$ cat src/rtl/video_pkg.sv
// Shared definitions for the video frame writer: FSM state type and default
// geometry of one frame bank.
package video_pkg;

  // One bank holds exactly one frame; the RAM is sized by this cell count.
  localparam int VIDEO_MEM_CELL_COUNT = 3600;

  localparam int VIDEO_WORD_W      = 8;
  localparam int VIDEO_ADDR_W      = 12;
  localparam int VIDEO_FRAME_WORDS = VIDEO_MEM_CELL_COUNT;

  typedef enum logic [1:0] {
    FILL      = 2'd0,
    SWAP      = 2'd1,
    WAIT_BANK = 2'd2
  } wr_state_t;

endpackage

$ cat src/rtl/bit_packer.sv
// Serial-to-parallel packer: shifts accepted bits in MSB first and emits a
// one-cycle word_valid with the completed word after every WORD_W bits.
module bit_packer
  import video_pkg::*;
#(
  parameter int WORD_W = VIDEO_WORD_W
) (
  input  logic              clk,
  input  logic              rst_n,
  input  logic              enable,
  input  logic              clear,
  input  logic              bit_in,
  output logic              last_bit,
  output logic              word_valid,
  output logic [WORD_W-1:0] word
);

  localparam int CNT_W = (WORD_W > 1) ? $clog2(WORD_W) : 1;

  logic [WORD_W-1:0] shreg_reg;
  logic [WORD_W-1:0] shreg_next;
  logic [CNT_W-1:0]  bit_cnt_reg;
  logic [WORD_W-1:0] word_reg;
  logic              word_valid_reg;

  assign shreg_next[0] = bit_in;

  genvar gi;
  generate
    for (gi = 1; gi < WORD_W; gi++) begin : g_shift
      assign shreg_next[gi] = shreg_reg[gi-1];
    end
  endgenerate

  // Combinational so the parent can capture the address on the same edge.
  assign last_bit = (bit_cnt_reg == CNT_W'(WORD_W - 1));

  always_ff @(posedge clk or negedge rst_n) begin
    if (!rst_n) begin
      shreg_reg      <= '0;
      bit_cnt_reg    <= '0;
      word_reg       <= '0;
      word_valid_reg <= 1'b0;
    end else begin
      word_valid_reg <= 1'b0;
      if (clear) begin
        shreg_reg   <= '0;
        bit_cnt_reg <= '0;
      end else if (enable) begin
        shreg_reg <= shreg_next;
        if (last_bit) begin
          word_reg       <= shreg_next;
          word_valid_reg <= 1'b1;
          bit_cnt_reg    <= '0;
        end else begin
          bit_cnt_reg <= bit_cnt_reg + CNT_W'(1);
        end
      end
    end
  end

  assign word_valid = word_valid_reg;
  assign word       = word_reg;

endmodule

$ cat src/rtl/video_frame_writer.sv
// Writes the deserialized video stream into a ping-pong frame RAM and hands
// each completed bank to the display, stalling while the display owns it.
module video_frame_writer
  import video_pkg::*;
#(
  parameter int WORD_W      = VIDEO_WORD_W,
  parameter int ADDR_W      = VIDEO_ADDR_W,
  parameter int FRAME_WORDS = VIDEO_FRAME_WORDS
) (
  input  logic              CLK_40,
  input  logic              reset_n,
  input  logic              data_clk_rising_edge,
  input  logic              video_data_ready,
  input  logic              received_bit,
  input  logic              frame_ack,
  output logic              wr_en,
  output logic [ADDR_W:0]   wr_addr,
  output logic [WORD_W-1:0] wr_data,
  output logic              frame_done,
  output logic              display_bank,
  output logic              overrun
);

  wr_state_t state_reg;
  wr_state_t state_next;

  logic [ADDR_W-1:0] word_addr_reg;
  logic [ADDR_W:0]   wr_addr_reg;
  logic              write_bank_reg;
  logic              display_bank_reg;
  logic              bank_free_reg;
  logic              frame_done_reg;
  logic              overrun_reg;

  logic strobe;
  logic accept;
  logic last_bit;
  logic word_done;
  logic frame_end;
  logic do_swap;

  assign strobe    = data_clk_rising_edge && video_data_ready;
  assign accept    = strobe && (state_reg == FILL);
  assign word_done = accept && last_bit;
  assign frame_end = word_done && (word_addr_reg == ADDR_W'(FRAME_WORDS - 1));

  bit_packer #(
    .WORD_W (WORD_W)
  ) u_bit_packer (
    .clk        (CLK_40),
    .rst_n      (reset_n),
    .enable     (accept),
    .clear      (do_swap),
    .bit_in     (received_bit),
    .last_bit   (last_bit),
    .word_valid (wr_en),
    .word       (wr_data)
  );

  always_ff @(posedge CLK_40 or negedge reset_n) begin
    if (!reset_n) begin
      state_reg <= FILL;
    end else begin
      state_reg <= state_next;
    end
  end

  // A WAIT_BANK exit swaps on the ack edge so frame_done follows the ack by
  // one cycle; the SWAP cycle after it (frame_done high) is only a holdoff.
  always_comb begin
    state_next = state_reg;
    do_swap    = 1'b0;
    case (state_reg)
      FILL: begin
        if (frame_end) begin
          state_next = SWAP;
        end
      end
      SWAP: begin
        if (frame_done_reg) begin
          state_next = FILL;
        end else if (bank_free_reg || frame_ack) begin
          do_swap    = 1'b1;
          state_next = FILL;
        end else begin
          state_next = WAIT_BANK;
        end
      end
      WAIT_BANK: begin
        if (frame_ack) begin
          do_swap    = 1'b1;
          state_next = SWAP;
        end
      end
      default: state_next = FILL;
    endcase
  end

  always_ff @(posedge CLK_40 or negedge reset_n) begin
    if (!reset_n) begin
      word_addr_reg    <= '0;
      wr_addr_reg      <= '0;
      write_bank_reg   <= 1'b0;
      display_bank_reg <= 1'b1;
      bank_free_reg    <= 1'b1;
      frame_done_reg   <= 1'b0;
      overrun_reg      <= 1'b0;
    end else begin
      frame_done_reg <= do_swap;

      if (strobe && (state_reg != FILL)) begin
        overrun_reg <= 1'b1;
      end

      if (word_done) begin
        wr_addr_reg   <= {write_bank_reg, word_addr_reg};
        word_addr_reg <= word_addr_reg + ADDR_W'(1);
      end

      // A swap consumes any ack arriving in the same cycle.
      if (do_swap) begin
        display_bank_reg <= write_bank_reg;
        write_bank_reg   <= ~write_bank_reg;
        bank_free_reg    <= 1'b0;
        word_addr_reg    <= '0;
      end else if (frame_ack) begin
        bank_free_reg <= 1'b1;
      end
    end
  end

  assign wr_addr      = wr_addr_reg;
  assign frame_done   = frame_done_reg;
  assign display_bank = display_bank_reg;
  assign overrun      = overrun_reg;

endmodule
$ cat config.mk
export PLATFORM = sky130hd
export DESIGN_NAME = video_frame_writer
export DESIGN_NICKNAME = d
export VERILOG_FILES = /design/src/rtl/video_pkg.sv /design/src/rtl/bit_packer.sv /design/src/rtl/video_frame_writer.sv
export SDC_FILE = /design/constraint.sdc
export NUM_CORES = 1
export LEC_CHECK = 0
export CAP_MARGIN = 20
export CORE_ASPECT_RATIO = 0.8
export CORE_UTILIZATION = 58
export CTS_CLUSTER_SIZE = 40
export DETAILED_ROUTE_END_ITERATION = 8
export PLACE_DENSITY_LB_ADDON = 0.15
export SETUP_SLACK_MARGIN = 0.02
export SLEW_MARGIN = 30
export SYNTH_ARGS = -nofsm -noshare
export SYNTH_HDL_FRONTEND = slang
export SYNTH_SLANG_ARGS = --single-unit
$ cat constraint.sdc
create_clock -name CLK_40 -period 4.5 [get_ports CLK_40]
set_input_delay 0.45 -clock CLK_40 [delete_from_list [all_inputs] [get_ports CLK_40]]
set_output_delay 0.45 -clock CLK_40 [all_outputs]
set_load 0.05 [all_outputs]
==> impl_metrics.yaml <==
final_layout:
  fin_nets: 260
  drive_above_1_share_pct: 9.72
  fillers: 266
  largest_reg_flops: 13
  seq_area_um2: 1280
  postLayoutCellArea_um2: 2630
  multiInputGateArea_um2: 898
  antennaDiodeCount: 0
  syn_to_final_growth_pct: 18.9
  instances_no_fill: 289
routing:
  drtIter0Drc: 146
  drt_first_pass_iters: 9
  wl_per_cell_um: 14.3
  drc: 5
  vias: 1625
  antenna_left: 0
  wirelength_um: 4130
  routed_via_density: 5.62
place:
  place_worst_setup_slack_ns: 1.55
  dpl_cell_area_um2: 2530
  placedCellCount: 281
  place_congestion: 0.796
  dp_hpwl_um: 2780
  port_buffers: 30
setup_path:
  worst_ep_arrival_time_ns: 2.91
  cp_slowest_stage_delay_ns: 0.71
  crit_type: "reg -> reg"
  cpMaxStageDelayCell: "a21oi_2"
  crit_fanout: 19
  crit_family: "compound AO/OA/AOI/OAI gates"
  crit_path_end_kind: "register"
  setup.worst_path.start_class: "register"
  cp_cell_sequence: "inv_1 -> ha_1 -> nand4_1 -> a21oi_2 -> mux2_2"
  reg2reg_slack_ns: 1.78
  crit_buf_inv: 1
  cp.required_ns: 4.69
status:
  violations: "design-rule violations"
  status: "finished with violations"
power:
  power_frac_comb_pct: 24.2
  p_int_w: 0.000728
  switchingPower_w: 0.000341
  seq_power_share_pct: 51.7
  pwr-share-clk_pct: 24.1
  ir_worst_vdd_mv: 0.373
  power.leakage_nw: 1.23
  power_density_nw_per_um2: 406
  swShare_pct: 31.9
die:
  die_h_um: 57.3
  rows: 19
  io_pins: 31
  die_w_um: 71.1
  core_area_um2: 3540
  dieArea_um2: 4070
  start_util_pct: 62.5
sta:
  fmax_mhz: 368
  setup-violations-final: 0
  tightest_slew_ns: 0.844
  slew_headroom_pct: 43.6
  finalSetupTns_ns: 0
  hold_violations: 0
  fin_crit_sh_pct: 60.5
  layout_setup_ws_ns: 1.78
  rsz0062_at_grt: "false"
  maxSlewViolCount: 0
  min_period_ns: 2.72
  holdWs_ns: 0.169
  skew_ns: 0.00602
clocking:
  hold_buffers: 0
  clk_latency_ns: 0.30
  cts_buffer_depth: 2
  path_clk_slew_ns: 0.09
  cts_sinks: 51
  numCtsBuffers: 5
  post_cts_resized: 0
  clockRootBuffer: "clkbuf_8"
  post-cts-setup-buffers: 0
  cts_tree: "built"
  cts_max_level: 2
synthesis:
  ys_warn_count: 0
  synth_edf_count: 0
  yosysUniqueCellTypes: 33
  synth-main-ff-cell: "dfrtp_1"
  synth_area_um2: 2210
  ys_seq_area_share_pct: 57.7
  netlist_instances: 217
  synth_area_per_cell_um2: 10.2
  async_flop_share_pct: 100
  ys_ff_latch: 51
  synth_nets: 230
grt:
  grt_pass1_wl_um: 7160
  grt_start_max_net_pins: 52
  grt_pass1_vias: 1534
  grt_usage_pct: 23.5
  antenna_found_initial: 0
  grt-ovfl-total: 0
worst_hold_path:
  min_path_type: "in -> async"
flow_run:
  maxCapViolCount: 0
==> routing by layer <==
metal  GRT usage, %  share of wire [%]  up-vias
met3           7.60                5.0        4
met2           37.2                 47       36
met5              0                  0        -
met1           31.9                 47      806
li1               -                  -      779
met4           6.29               0.70        0
==> path summary, 6_finish.rpt <==
check                                                    to                startpoint  depth (start not counted)
setup reg to reg           u_bit_packer.word[5]$_DFFE_PN0P_  state_reg[1]$_DFFE_PN0P_                          5
hold / removal                      wr_addr[10]$_DFFE_PN0P_                   reset_n                          1
min in group CLK_40                  wr_addr[4]$_DFFE_PN0P_    wr_addr[4]$_DFFE_PN0P_                          2
max in group asynchronous  u_bit_packer.word[3]$_DFFE_PN0P_                   reset_n                          1
setup / recovery           u_bit_packer.word[5]$_DFFE_PN0P_  state_reg[1]$_DFFE_PN0P_                          5
hold reg to reg                      wr_addr[4]$_DFFE_PN0P_    wr_addr[4]$_DFFE_PN0P_                          2
==> placed cells by master, fill, tap and decap left out, types with 5 or more instances in the layout <==
master / instances
nor2_1: 11
clkbuf_8: 6
dfrtp_1: 49
nand2_1: 69
a21oi_1: 15
xor2_1: 5
ha_1: 7
mux2_2: 9
clkdlybuf4s50_1: 29
==> cells in the mapped netlist (4+ instances only) <==
master	count	area share, %
dfrtp_1	49	55
xnor2_1	4	1.6
nand2_1	69	12
mux2_2	9	4.6
ha_1	7	4.0
nand4_1	4	1.1
nand3_1	4	0.90
xor2_1	5	2.0
o21ai_0	4	0.90
nor2_1	11	1.9
a21oi_1	15	3.4
clkbuf_1	7	1.2
==> power groups by stage <==
stage	Clock [W]	Combinational, W	Sequential [W]
floorplan	0	0.000158	0.000580
global placement	0	0.000240	0.000560
detailed placement	0	0.000248	0.000561
CTS	0.000264	0.000250	0.000553
global route	0.000284	0.000293	0.000559
finish	0.000257	0.000259	0.000554
==> per-stage QoR <==
stage                     utilization [%]  total power (W)
after floorplan                         -         0.000738
after global placement               71.5         0.000800
after detailed placement             71.6         0.000808
after CTS                            74.0          0.00107
after global routing                 74.4          0.00114
final                                74.4          0.00107
==> logic make-up (layout without fill, tap and decap cells) <==
| group | after synthesis | after routing | synth area share (%) |
|---|---|---|---|
| flip-flops | 51 | 51 | 57.7 |
| buffers and inverters | 10 | 40 | 1.70 |
| multiplexers | 10 | 10 | 5.03 |
| AND/OR/NAND/NOR | 104 | 104 | 20.9 |
| XOR/XNOR | 9 | 9 | 3.56 |
| AO/OA/AOI/OAI | 26 | 26 | 7.12 |
| adder cells (fa/ha/maj) | 7 | 7 | 3.95 |
==> layout make-up <==
cell class,instances,area share (%)
Timing Repair Buffer,31,11.7
Tap cell,42,2.00
Sequential cell,51,48.6
Clock inverter,1,0.190
Clock buffer,6,3.14
Inverter,2,0.285
Multi-Input combinational cell,156,34.1
(Power assumes the default switching activity.)
==> RTL change (config.mk and constraints unchanged) <==
`VIDEO_WORD_W`: 8 -> 16.
--- a/src/rtl/video_pkg.sv
+++ b/src/rtl/video_pkg.sv
@@ -6,5 +6,5 @@
   localparam int VIDEO_MEM_CELL_COUNT = 3600;
 
-  localparam int VIDEO_WORD_W      = 8;
+  localparam int VIDEO_WORD_W      = 16;
   localparam int VIDEO_ADDR_W      = 12;
   localparam int VIDEO_FRAME_WORDS = VIDEO_MEM_CELL_COUNT;
Ports: changed (resized wr_data); port bits go from 31 to 39. The function was not compared with the original's and may differ.
==> RTL change against the unedited design <==
- via count is 22% higher
- synthesized area is 31% higher
- power is 39% higher
- global-route usage is 1.1 points higher
- sequential share of layout area is 0.44 points lower
- worst hold slack worse by 82 ps
- worst setup slack better by 130 ps
- clock skew is 1.3 ps higher
- utilization is 0.90 points higher
- non-clock buffer count is 10 higher
- cell area is 34% higher
- routed wire length is 34% higher
- sequential cell count is 17 higher
- largest power group unchanged
==> RTL change: results (changes against the unedited design) <==
| Metric | Value |
|---|---|
| H-Tree Depth | `3 (+1)` |
| Status | `completed` |
| Hold WC Path Type | `primary input to async pin` |
| Detail Placement HPWL | `3590 um (+29%)` |
| DR pass1 iterations | `4 (-5)` |
| Total Routing Usage GR | `24.6% (+1.1 points)` |
| Ant. Diodes | `0 (unchanged)` |
| Clk_lat worst skew | `340 ps (+40 ps)` |
| IO buf count | `38 (+27%)` |
| Seq/Total Area, Yosys | `58.6% (+0.84 points)` |
| Wirelength, routed | `5530 um (+34%)` |
| Largest delay share family, worst path | `simple AND/OR/NAND/NOR gates` |
| CTS root buf | `clkbuf_8` |
| Dpl cells | `344 (+22%)` |
| Final nets | `307 (+18%)` |
| Syn_area_per_cell | `11.5 um^2 (+13%)` |
| Worst-path clk slew | `70 ps (-20 ps)` |
| CP max stage cell | `nor3_4` |
| Clock skew | `7.36 ps (+1.35 ps)` |
| Peak supply drop | `0.000321 V (-14%)` |
| Number of flip-flops in the largest register | `16 (+3)` |
| Largest net degree at the start of global routing | `46 (-12%)` |
| Synth Warn # | `0 (unchanged)` |
| Worst-path fanout max | `35 (+16)` |
| First-pass GRT wire length | `9490 um (+33%)` |
| CTS Buf Count | `9 (+4)` |
| Cell Area, Placed | `3340 um^2 (+32%)` |
| Fill count | `335 (+26%)` |
| Post-CTS Setup Repair Bufs | `0 (unchanged)` |
| Vias per cell | `5.52 (-1.9%)` |
| CP arrival | `2820 ps (-90 ps)` |
| Layout cells sized above 1 | `19.7% (+10 points)` |
| CP peak stage delay | `720 ps` |
| Post_cts resized | `0 (unchanged)` |
| Leak pwr | `1.62 nW (+32%)` |
| Rel. slew slack | `46.8% (+3.2 points)` |
| Max Root-Sink Buffers | `2 (unchanged)` |
| Final hold viol count | `0 (unchanged)` |
| Yosys cell types | `35 (+6.1%)` |
| WL per Instance | `15.4 um (+7.5%)` |
| Initial antenna violation count | `0 (unchanged)` |
| Placer congestion estimate | `0.786 (-1.2%)` |
| 1st-iter DRT viols | `142 (-2.7%)` |
| Post-synth net total | `264 (+15%)` |
| Top post-synthesis cells by area | `dfrtp_1 57%, mux2_2 12%, nand2_1 6.1%` |
| Synth top cells by count | `66 x dfrtp_1, 47 x nand2_1, 30 x mux2_2, 22 x a21oi_1, 13 x nor2_1` |
| Async SR Flop Fraction | `100% (unchanged)` |
| Vias in the first global route | `1955 (+27%)` |
## RTL change: cell count changes after synthesis, sizes merged, moves of 6 or more
| cell | unedited run | this run |
|---|---|---|
| nor3 | 2 | 9 |
| mux2 | 9 | 30 |
| xnor2 | 4 | 10 |
| nand2 | 69 | 47 |
| dfrtp | 49 | 66 |
| a21oi | 16 | 22 |
## RTL change: area by class of cell
cell class / count / area share (%)
inverter: 5 / 0.530
tap: 60 / 2.12
multi-input combinational: 170 / 32.3
sequential: 68 / 48.1
clock inverter: 4 / 1.34
clock buffer: 12 / 4.38
timing repair buffer: 41 / 11.2
## RTL change: final timing paths
| path | endpoint | slack (ps) | from | cells after the start |
|---|---|---|---|---|
| min in group CLK_40 | overrun$_DFFE_PN0P_ | 490 | overrun$_DFFE_PN0P_ | 1 |
| max reg2reg | u_bit_packer.word[8]$_DFFE_PN0P_ | 1910 | state_reg[1]$_DFFE_PN0P_ | 8 |
| min | word_addr_reg[3]$_DFFE_PN0P_ | 90 | reset_n | 1 |
| max in group asynchronous | word_addr_reg[1]$_DFFE_PN0P_ | 3450 | reset_n | 2 |
| min reg2reg | overrun$_DFFE_PN0P_ | 490 | overrun$_DFFE_PN0P_ | 1 |
| max | u_bit_packer.word[8]$_DFFE_PN0P_ | 1910 | state_reg[1]$_DFFE_PN0P_ | 8 |
## RTL change: routing by layer
layer / global-route usage, % / wire [um] / vias to the layer above
met4: 6.03 / 54 / 0
met3: 10.4 / 407 / 5
li1: - / - / 950
met2: 35.4 / 2420 / 64
met5: 0 / 0 / -
met1: 34.6 / 2650 / 967
## RTL change: cell families after synthesis
logic type / share of synthesized area (%)
simple gates: 15.1
xor+xnor: 3.91
buf+inv: 2.11
fa+ha+maj: 2.58
flops: 58.6
compound gates: 6.11
mux: 11.6
## RTL change: report_power, final
group / leakage (nW) / switching (mW) / total [mW] / internal [mW]
sequential: 0.920 / 0.0634 / 0.741 / 0.678
combinational: 0.599 / 0.145 / 0.238 / 0.0929
clock: 0.102 / 0.225 / 0.509 / 0.284
total: 1.62 / 0.433 / 1.49 / 1.06
## RTL change: through the flow
stage                     util (%)  setup slack (ps)
final                         75.3              1910
after CTS                     75.3              1890
after global routing          75.3              1690
after floorplan                  -              2440
after global placement        70.9              1810
after detailed placement      70.9              1750
